<file path="config.mk">
export PLATFORM = sky130hd
export DESIGN_NAME = range_classifier_flat
export DESIGN_NICKNAME = d
export VERILOG_FILES = /design/src/rtl/range_classifier_if.sv /design/src/rtl/range_classifier.sv /design/src/flat_wrapper.sv
export SDC_FILE = /design/constraint.sdc
export NUM_CORES = 1
export LEC_CHECK = 0
export CAP_MARGIN = 15
export CORE_MARGIN = 2
export CORE_UTILIZATION = 35
export CTS_CLUSTER_SIZE = 40
export DETAILED_ROUTE_END_ITERATION = 7
export PLACE_DENSITY = 0.67
export SLEW_MARGIN = 20
export SYNTH_ARGS = -nofsm -noshare
export SYNTH_HDL_FRONTEND = slang
export SYNTH_SLANG_ARGS = --single-unit
</file>
<file path="constraint.sdc">
create_clock -name clk -period 2.57 [get_ports clk]
set_clock_uncertainty 0.1 [all_clocks]
set_input_delay 0.771 -clock clk [delete_from_list [all_inputs] [get_ports clk]]
set_output_delay 0.771 -clock clk [all_outputs]
set_load 0.01 [all_outputs]
</file>
<file path="src/rtl/range_classifier_if.sv">
// Handshake and counter bundle for range_classifier.
// UNIQUE_OVERLAP_EN adds the overlap signal to the bundle.
interface range_classifier_if #(
    parameter int DW    = 32,
    parameter int CNT_W = 16
);
    logic             in_valid;
    logic             in_ready;
    logic [DW-1:0]    in_a;
    logic [DW-1:0]    in_b;
    logic             out_valid;
    logic             out_ready;
    logic [2:0]       out_class;
    logic             cnt_clr;
    logic [CNT_W-1:0] cnt_a;
    logic [CNT_W-1:0] cnt_b;
    logic [CNT_W-1:0] cnt_none;
`ifdef UNIQUE_OVERLAP_EN
    logic             overlap;

    modport slave (
        input  in_valid, in_a, in_b, out_ready, cnt_clr,
        output in_ready, out_valid, out_class,
        output cnt_a, cnt_b, cnt_none, overlap
    );

    modport master (
        output in_valid, in_a, in_b, out_ready, cnt_clr,
        input  in_ready, out_valid, out_class,
        input  cnt_a, cnt_b, cnt_none, overlap
    );
`else
    modport slave (
        input  in_valid, in_a, in_b, out_ready, cnt_clr,
        output in_ready, out_valid, out_class,
        output cnt_a, cnt_b, cnt_none
    );

    modport master (
        output in_valid, in_a, in_b, out_ready, cnt_clr,
        input  in_ready, out_valid, out_class,
        input  cnt_a, cnt_b, cnt_none
    );
`endif
endinterface

</file>
<file path="src/rtl/range_classifier.sv">
// Two-stage elastic classifier: a > THR_A (A), else THR_B < b (B), else NONE.
// UNIQUE_OVERLAP_EN adds a registered flag for results where both conditions held.
module range_classifier #(
    parameter int DW    = 32,
    parameter int THR_A = 30,
    parameter int THR_B = 30,
    parameter int CNT_W = 16
) (
    input  logic               clk,
    input  logic               rst_n,
    range_classifier_if.slave  bus
);
    localparam logic [DW-1:0] THR_A_V  = DW'(THR_A);
    localparam logic [DW-1:0] THR_B_V  = DW'(THR_B);
    localparam logic [2:0]    CLS_A    = 3'b001;
    localparam logic [2:0]    CLS_B    = 3'b010;
    localparam logic [2:0]    CLS_NONE = 3'b100;

    logic             s1_valid_q, s1_valid_d;
    logic [DW-1:0]    s1_a_q, s1_a_d;
    logic [DW-1:0]    s1_b_q, s1_b_d;
    logic             s2_valid_q, s2_valid_d;
    logic [2:0]       s2_class_q, s2_class_d;
    logic [CNT_W-1:0] cnt_a_q, cnt_a_d;
    logic [CNT_W-1:0] cnt_b_q, cnt_b_d;
    logic [CNT_W-1:0] cnt_none_q, cnt_none_d;

    logic             in_fire;
    logic             out_fire;
    logic             s2_load;
    logic             s1_adv;
    logic             hit_a;
    logic             hit_b;
    logic [2:0]       class_c;

    assign out_fire = s2_valid_q && bus.out_ready;
    assign s2_load  = !s2_valid_q || bus.out_ready;
    assign s1_adv   = s1_valid_q && s2_load;
    assign in_fire  = bus.in_valid && bus.in_ready;

    assign bus.in_ready  = !s1_valid_q || s1_adv;
    assign bus.out_valid = s2_valid_q;
    assign bus.out_class = s2_class_q;
    assign bus.cnt_a     = cnt_a_q;
    assign bus.cnt_b     = cnt_b_q;
    assign bus.cnt_none  = cnt_none_q;

    assign hit_a = s1_a_q > THR_A_V;
    assign hit_b = THR_B_V < s1_b_q;

    // Priority decode of the S1 operands: A masks B.
    always_comb begin
        class_c = CLS_NONE;
        if (hit_a) begin
            class_c = CLS_A;
        end else if (hit_b) begin
            class_c = CLS_B;
        end
    end

    // S1 next state: capture on input transfer, empty when it moves on.
    always_comb begin
        s1_valid_d = s1_valid_q;
        s1_a_d     = s1_a_q;
        s1_b_d     = s1_b_q;
        if (in_fire) begin
            s1_valid_d = 1'b1;
            s1_a_d     = bus.in_a;
            s1_b_d     = bus.in_b;
        end else if (s1_adv) begin
            s1_valid_d = 1'b0;
        end
    end

    // S2 next state: reload from S1 when empty or draining; class keeps
    // its last one-hot value while no new operand arrives.
    always_comb begin
        s2_valid_d = s2_valid_q;
        s2_class_d = s2_class_q;
        if (s2_load) begin
            s2_valid_d = s1_valid_q;
            if (s1_valid_q) begin
                s2_class_d = class_c;
            end
        end
    end

    // Per-class delivery counters; clear beats increment, no wrap.
    always_comb begin
        cnt_a_d    = cnt_a_q;
        cnt_b_d    = cnt_b_q;
        cnt_none_d = cnt_none_q;
        if (bus.cnt_clr) begin
            cnt_a_d    = '0;
            cnt_b_d    = '0;
            cnt_none_d = '0;
        end else if (out_fire) begin
            unique case (1'b1)
                s2_class_q[0]: begin
                    if (cnt_a_q != '1) cnt_a_d = cnt_a_q + 1'b1;
                end
                s2_class_q[1]: begin
                    if (cnt_b_q != '1) cnt_b_d = cnt_b_q + 1'b1;
                end
                s2_class_q[2]: begin
                    if (cnt_none_q != '1) cnt_none_d = cnt_none_q + 1'b1;
                end
                default: begin
                end
            endcase
        end
    end

    // Stage 1 operand register.
    always_ff @(posedge clk or negedge rst_n) begin
        if (!rst_n) begin
            s1_valid_q <= 1'b0;
            s1_a_q     <= '0;
            s1_b_q     <= '0;
        end else begin
            s1_valid_q <= s1_valid_d;
            s1_a_q     <= s1_a_d;
            s1_b_q     <= s1_b_d;
        end
    end

    // Stage 2 class register.
    always_ff @(posedge clk or negedge rst_n) begin
        if (!rst_n) begin
            s2_valid_q <= 1'b0;
            s2_class_q <= CLS_NONE;
        end else begin
            s2_valid_q <= s2_valid_d;
            s2_class_q <= s2_class_d;
        end
    end

    // Event counter registers.
    always_ff @(posedge clk or negedge rst_n) begin
        if (!rst_n) begin
            cnt_a_q    <= '0;
            cnt_b_q    <= '0;
            cnt_none_q <= '0;
        end else begin
            cnt_a_q    <= cnt_a_d;
            cnt_b_q    <= cnt_b_d;
            cnt_none_q <= cnt_none_d;
        end
    end

`ifdef UNIQUE_OVERLAP_EN
    logic ovl_q, ovl_d;

    assign bus.overlap = ovl_q;

    // Overlap flag travels with the class it belongs to.
    always_comb begin
        ovl_d = ovl_q;
        if (s2_load && s1_valid_q) begin
            ovl_d = hit_a && hit_b;
        end
    end

    // Overlap flag register.
    always_ff @(posedge clk or negedge rst_n) begin
        if (!rst_n) begin
            ovl_q <= 1'b0;
        end else begin
            ovl_q <= ovl_d;
        end
    end
`endif

endmodule

</file>
<file path="src/flat_wrapper.sv">
// flat-port wrapper written by rule: the top's interface ports become plain ports
module range_classifier_flat 
#(
    parameter int DW    = 32,
    parameter int THR_A = 30,
    parameter int THR_B = 30,
    parameter int CNT_W = 16
)
  (clk, rst_n, bus_in_valid, bus_in_a, bus_in_b, bus_out_ready, bus_cnt_clr, bus_in_ready, bus_out_valid, bus_out_class, bus_cnt_a, bus_cnt_b, bus_cnt_none);
  range_classifier_if #(.DW(DW), .CNT_W(CNT_W)) bus_i ();
  input  logic clk;
  input  logic rst_n;
  input wire logic [$bits(bus_i.in_valid)-1:0] bus_in_valid;
  input wire logic [$bits(bus_i.in_a)-1:0] bus_in_a;
  input wire logic [$bits(bus_i.in_b)-1:0] bus_in_b;
  input wire logic [$bits(bus_i.out_ready)-1:0] bus_out_ready;
  input wire logic [$bits(bus_i.cnt_clr)-1:0] bus_cnt_clr;
  output wire logic [$bits(bus_i.in_ready)-1:0] bus_in_ready;
  output wire logic [$bits(bus_i.out_valid)-1:0] bus_out_valid;
  output wire logic [$bits(bus_i.out_class)-1:0] bus_out_class;
  output wire logic [$bits(bus_i.cnt_a)-1:0] bus_cnt_a;
  output wire logic [$bits(bus_i.cnt_b)-1:0] bus_cnt_b;
  output wire logic [$bits(bus_i.cnt_none)-1:0] bus_cnt_none;
  assign bus_i.in_valid = bus_in_valid;
  assign bus_i.in_a = bus_in_a;
  assign bus_i.in_b = bus_in_b;
  assign bus_i.out_ready = bus_out_ready;
  assign bus_i.cnt_clr = bus_cnt_clr;
  assign bus_in_ready = bus_i.in_ready;
  assign bus_out_valid = bus_i.out_valid;
  assign bus_out_class = bus_i.out_class;
  assign bus_cnt_a = bus_i.cnt_a;
  assign bus_cnt_b = bus_i.cnt_b;
  assign bus_cnt_none = bus_i.cnt_none;
  range_classifier #(.DW(DW), .THR_A(THR_A), .THR_B(THR_B), .CNT_W(CNT_W)) u_core (.clk(clk), .rst_n(rst_n), .bus(bus_i));
endmodule
</file>
==> run_results.csv <==
group,metric,value,unit
outcome,outcome,"completed",
floorplanning,fp.dieArea,16400,sq um
synthesis,synth_common_cells,"116 x dfrtp_1, 74 x mux2_2, 32 x a21oi_1",
detailed_routing,ant_nets,0,
cts,path_clk_slew,0.05,ns
timing,period_needed,2.50,ns
power_and_ir_drop,finalPower,0.00487,W
timing,timing.fmax,0.400,GHz
timing,setup_viol,0,
setup_path,cp_slowest_stage_delay,0.29,ns
placed_design,gp_congestion,0.813,
cts,cts.htree.levels,4,
floorplanning,initial_core_util,35.6,%
finish,post_route_cells_drive_above_1_share,22.5,%
detailed_routing,wl_per_cell,16.1,microns
finish,diodes,0,
finish,stdcell_count,819,
setup_path,critical_path_required,1.70,ns
floorplanning,die_h,128,microns
synthesis,yosysMostFrequentCell,"dfrtp_1",
power_and_ir_drop,p_leak,3.01,nW
cts,insertion_delay,0.41,ns
timing,drv_slew,0,
synthesis,synth_nets,538,
setup_path,path_max_fanout,4,
cts,cts_buffers,17,
detailed_routing,drtIter0Drc,281,
synthesis,async_flop_share,100,%
detailed_routing,drcViolationCount,0,
cts,cts_tree,"built",
floorplanning,ios,122,
synthesis,syn_area,5390,sq um
timing,hold_viol_final,0,
power_and_ir_drop,power.density,639,nW/um^2
cts,clockBufferDepth,2,
global_routing,antenna_found_initial,0,
floorplanning,die_w,128,microns
detailed_routing,viasPerCell,5.35,
setup_path,cp_cell_sequence,"dlygate4sd2_1 -> nand3b_1 -> clkdlybuf4s15_2",
cts,cts_hold_buf,0,
setup_path,crit_path_start_kind,"input pin",
setup_path,crit_family,"buffers and inverters",
timing,rsz0062_at_grt,"no",
placed_design,port_buffers,121,
synthesis,syn_inst,466,
synthesis,synth_top_flop_cell,"dfrtp_1",
detailed_routing,vias,4378,
placed_design,post-place-cells,788,
synthesis,avgSynthCellArea,11.6,sq um
synthesis,yosysTopAreaCellShare,53.9,%
floorplanning,placementRows,45,
setup_path,cp.arrival,1.63,ns
cts,cts_root_buf,"clkbuf_16",
cts,cts.sinks,117,
timing,holdWs,0.226,ns
global_routing,grt_pass1_wl,21600,microns
synthesis,yosysTopAreaCell,"dfrtp_1",
synthesis,synthTopCellsByArea,"dfrtp_1 54%, mux2_2 15%, a21oi_1 3.0%",
timing,period_share,97.3,%
setup_path,setup.worst_path.class,"in2out",
synthesis,ys_warn_count,0,
timing,slew_headroom,59.5,%
finish,area_growth,41.5,%
power_and_ir_drop,peakVddDrop,530,uV
setup_path,critPathSlowestCell,"dlygate4sd2_1",
global_routing,grt_usage,16.7,%
synthesis,synth-seq-area-share,54.4,%
synthesis,synth_edf_count,0,
synthesis,synth_seq_cells,117,
synthesis,synth_cell_types,47,
floorplanning,core_area,15100,sq um
global_routing,grt_max_degree,49,
job,maxCapViolCount,0,
min_path,hp-class,"in2async",
placed_design,dp_hpwl,9760,microns
finish,fin_nets,691,
setup_path,cp_num_buf_inv,2,
setup_path,worstSetupEndpointType,"primary output",
global_routing,grt_remaining_overflow,0,
detailed_routing,drtPass1Iterations,4,
global_routing,grt_pass1_vias,4457,
detailed_routing,drt-total-wl,13200,microns
timing,worst_pin_slew,0.603,ns
## power breakdown
group          switching (W)  internal, W
clock               0.000794      0.00156
combinational       0.000162     0.000271
sequential         0.0000842      0.00200
total                0.00104      0.00383
## worst reg2reg max path: cells and delay by family, from the launching register on
family	cells	cell delay [ns]
compound gates	1	0.15
simple gates	3	1.21
flops	1	0.57
## layer usage
layer / GRT usage (%) / vias up / routed length, microns
li1: - / 2102 / -
met1: 20.7 / 2133 / 5750
met2: 27.4 / 131 / 6460
met3: 5.55 / 12 / 857
met4: 5.62 / 0 / 125
met5: 0 / - / 0
## layout by cell type, fill, tap and decap left out, drive strengths merged, types with 4 or more instances in the layout
master	netlist	layout
mux2	74	74
nor2	22	22
and4	10	10
nor3	9	9
nand3	23	23
a21oi	32	32
nand4	14	14
and3	4	4
nor4	20	20
inv	6	6
o21ai	13	13
clkdlybuf4s50	0	117
mux2i	4	4
dfrtp	116	116
o31ai	14	14
or3	12	12
clkinv	0	5
nand2	21	21
buf	2	30
nor2b	10	10
clkbuf	13	21
or4	15	15
## kinds of logic (layout without fill, tap and decap cells)
group / Yosys count / count (layout) / share of synthesized area, %
compound gates: 76 / 76 / 8.83
xor+xnor: 1 / 1 / 0.163
fa+ha+maj: 3 / 3 / 0.697
buf+inv: 21 / 186 / 1.49
flops: 117 / 117 / 54.4
mux: 78 / 78 / 16.2
simple gates: 170 / 170 / 18.3
## per-stage QoR
step / setup slack [ns] / utilization (%) / area (sq um) / setup TNS, ns
6_report: 0.0688 / 50.3 / 7620 / 0
4_1_cts: 0.101 / 50.3 / 7620 / 0
3_5_place_dp: -0.421 / 46.4 / 7030 / -11.55
5_1_grt: 0.0570 / 50.3 / 7620 / 0
3_3_place_gp: -0.418 / 46.4 / 7030 / -8.39
2_1_floorplan: 0.356 / - / 5390 / 0
## final timing paths
kind                                                startpoint  cells past startpoint                                  end  slack [ns]
setup / recovery                                 bus_out_ready                      3                         bus_in_ready        0.07
hold / removal                                           rst_n                      1        u_core.s1_a_q[10]$_DFFE_PN0P_        0.23
setup reg to reg           u_core.bus.out_class[2]$_DFFE_PN1P_                      4  u_core.bus.cnt_none[13]$_DFFE_PN0P_        0.47
hold reg to reg                   u_core.s1_b_q[1]$_DFFE_PN0P_                      1         u_core.s1_b_q[1]$_DFFE_PN0P_        0.40
max in group asynchronous                                rst_n                      2        u_core.s1_b_q[26]$_DFFE_PN0P_        1.48
min in group clk                  u_core.s1_b_q[1]$_DFFE_PN0P_                      1         u_core.s1_b_q[1]$_DFFE_PN0P_        0.40
## flip-flops by register name, summed over array words and instances, names as in the netlist
name                  count
u_core.bus.out_valid      1
u_core.bus.cnt_b         16
u_core.bus.cnt_a         16
u_core.bus.out_class      3
u_core.bus.cnt_none      16
u_core.s1_b_q            32
u_core.s1_valid_q         1
u_core.s1_a_q            32
## final cells by class
cell class	instances	area [sq um]
well taps	188	235
repair buffers	149	1460
clock inverters	10	130
flip-flops and latches	117	2930
clock buffers	21	460
inverters	6	22.5
multi-input cells	328	2380
fillers	1339	7520
## what timing repair did
item / in CTS / in global routing
setup endpoints to repair: 1 / 0
buffers inserted: 0 / 0
resized for setup: 4 / 0
Power figures use the tool's default switching activity.
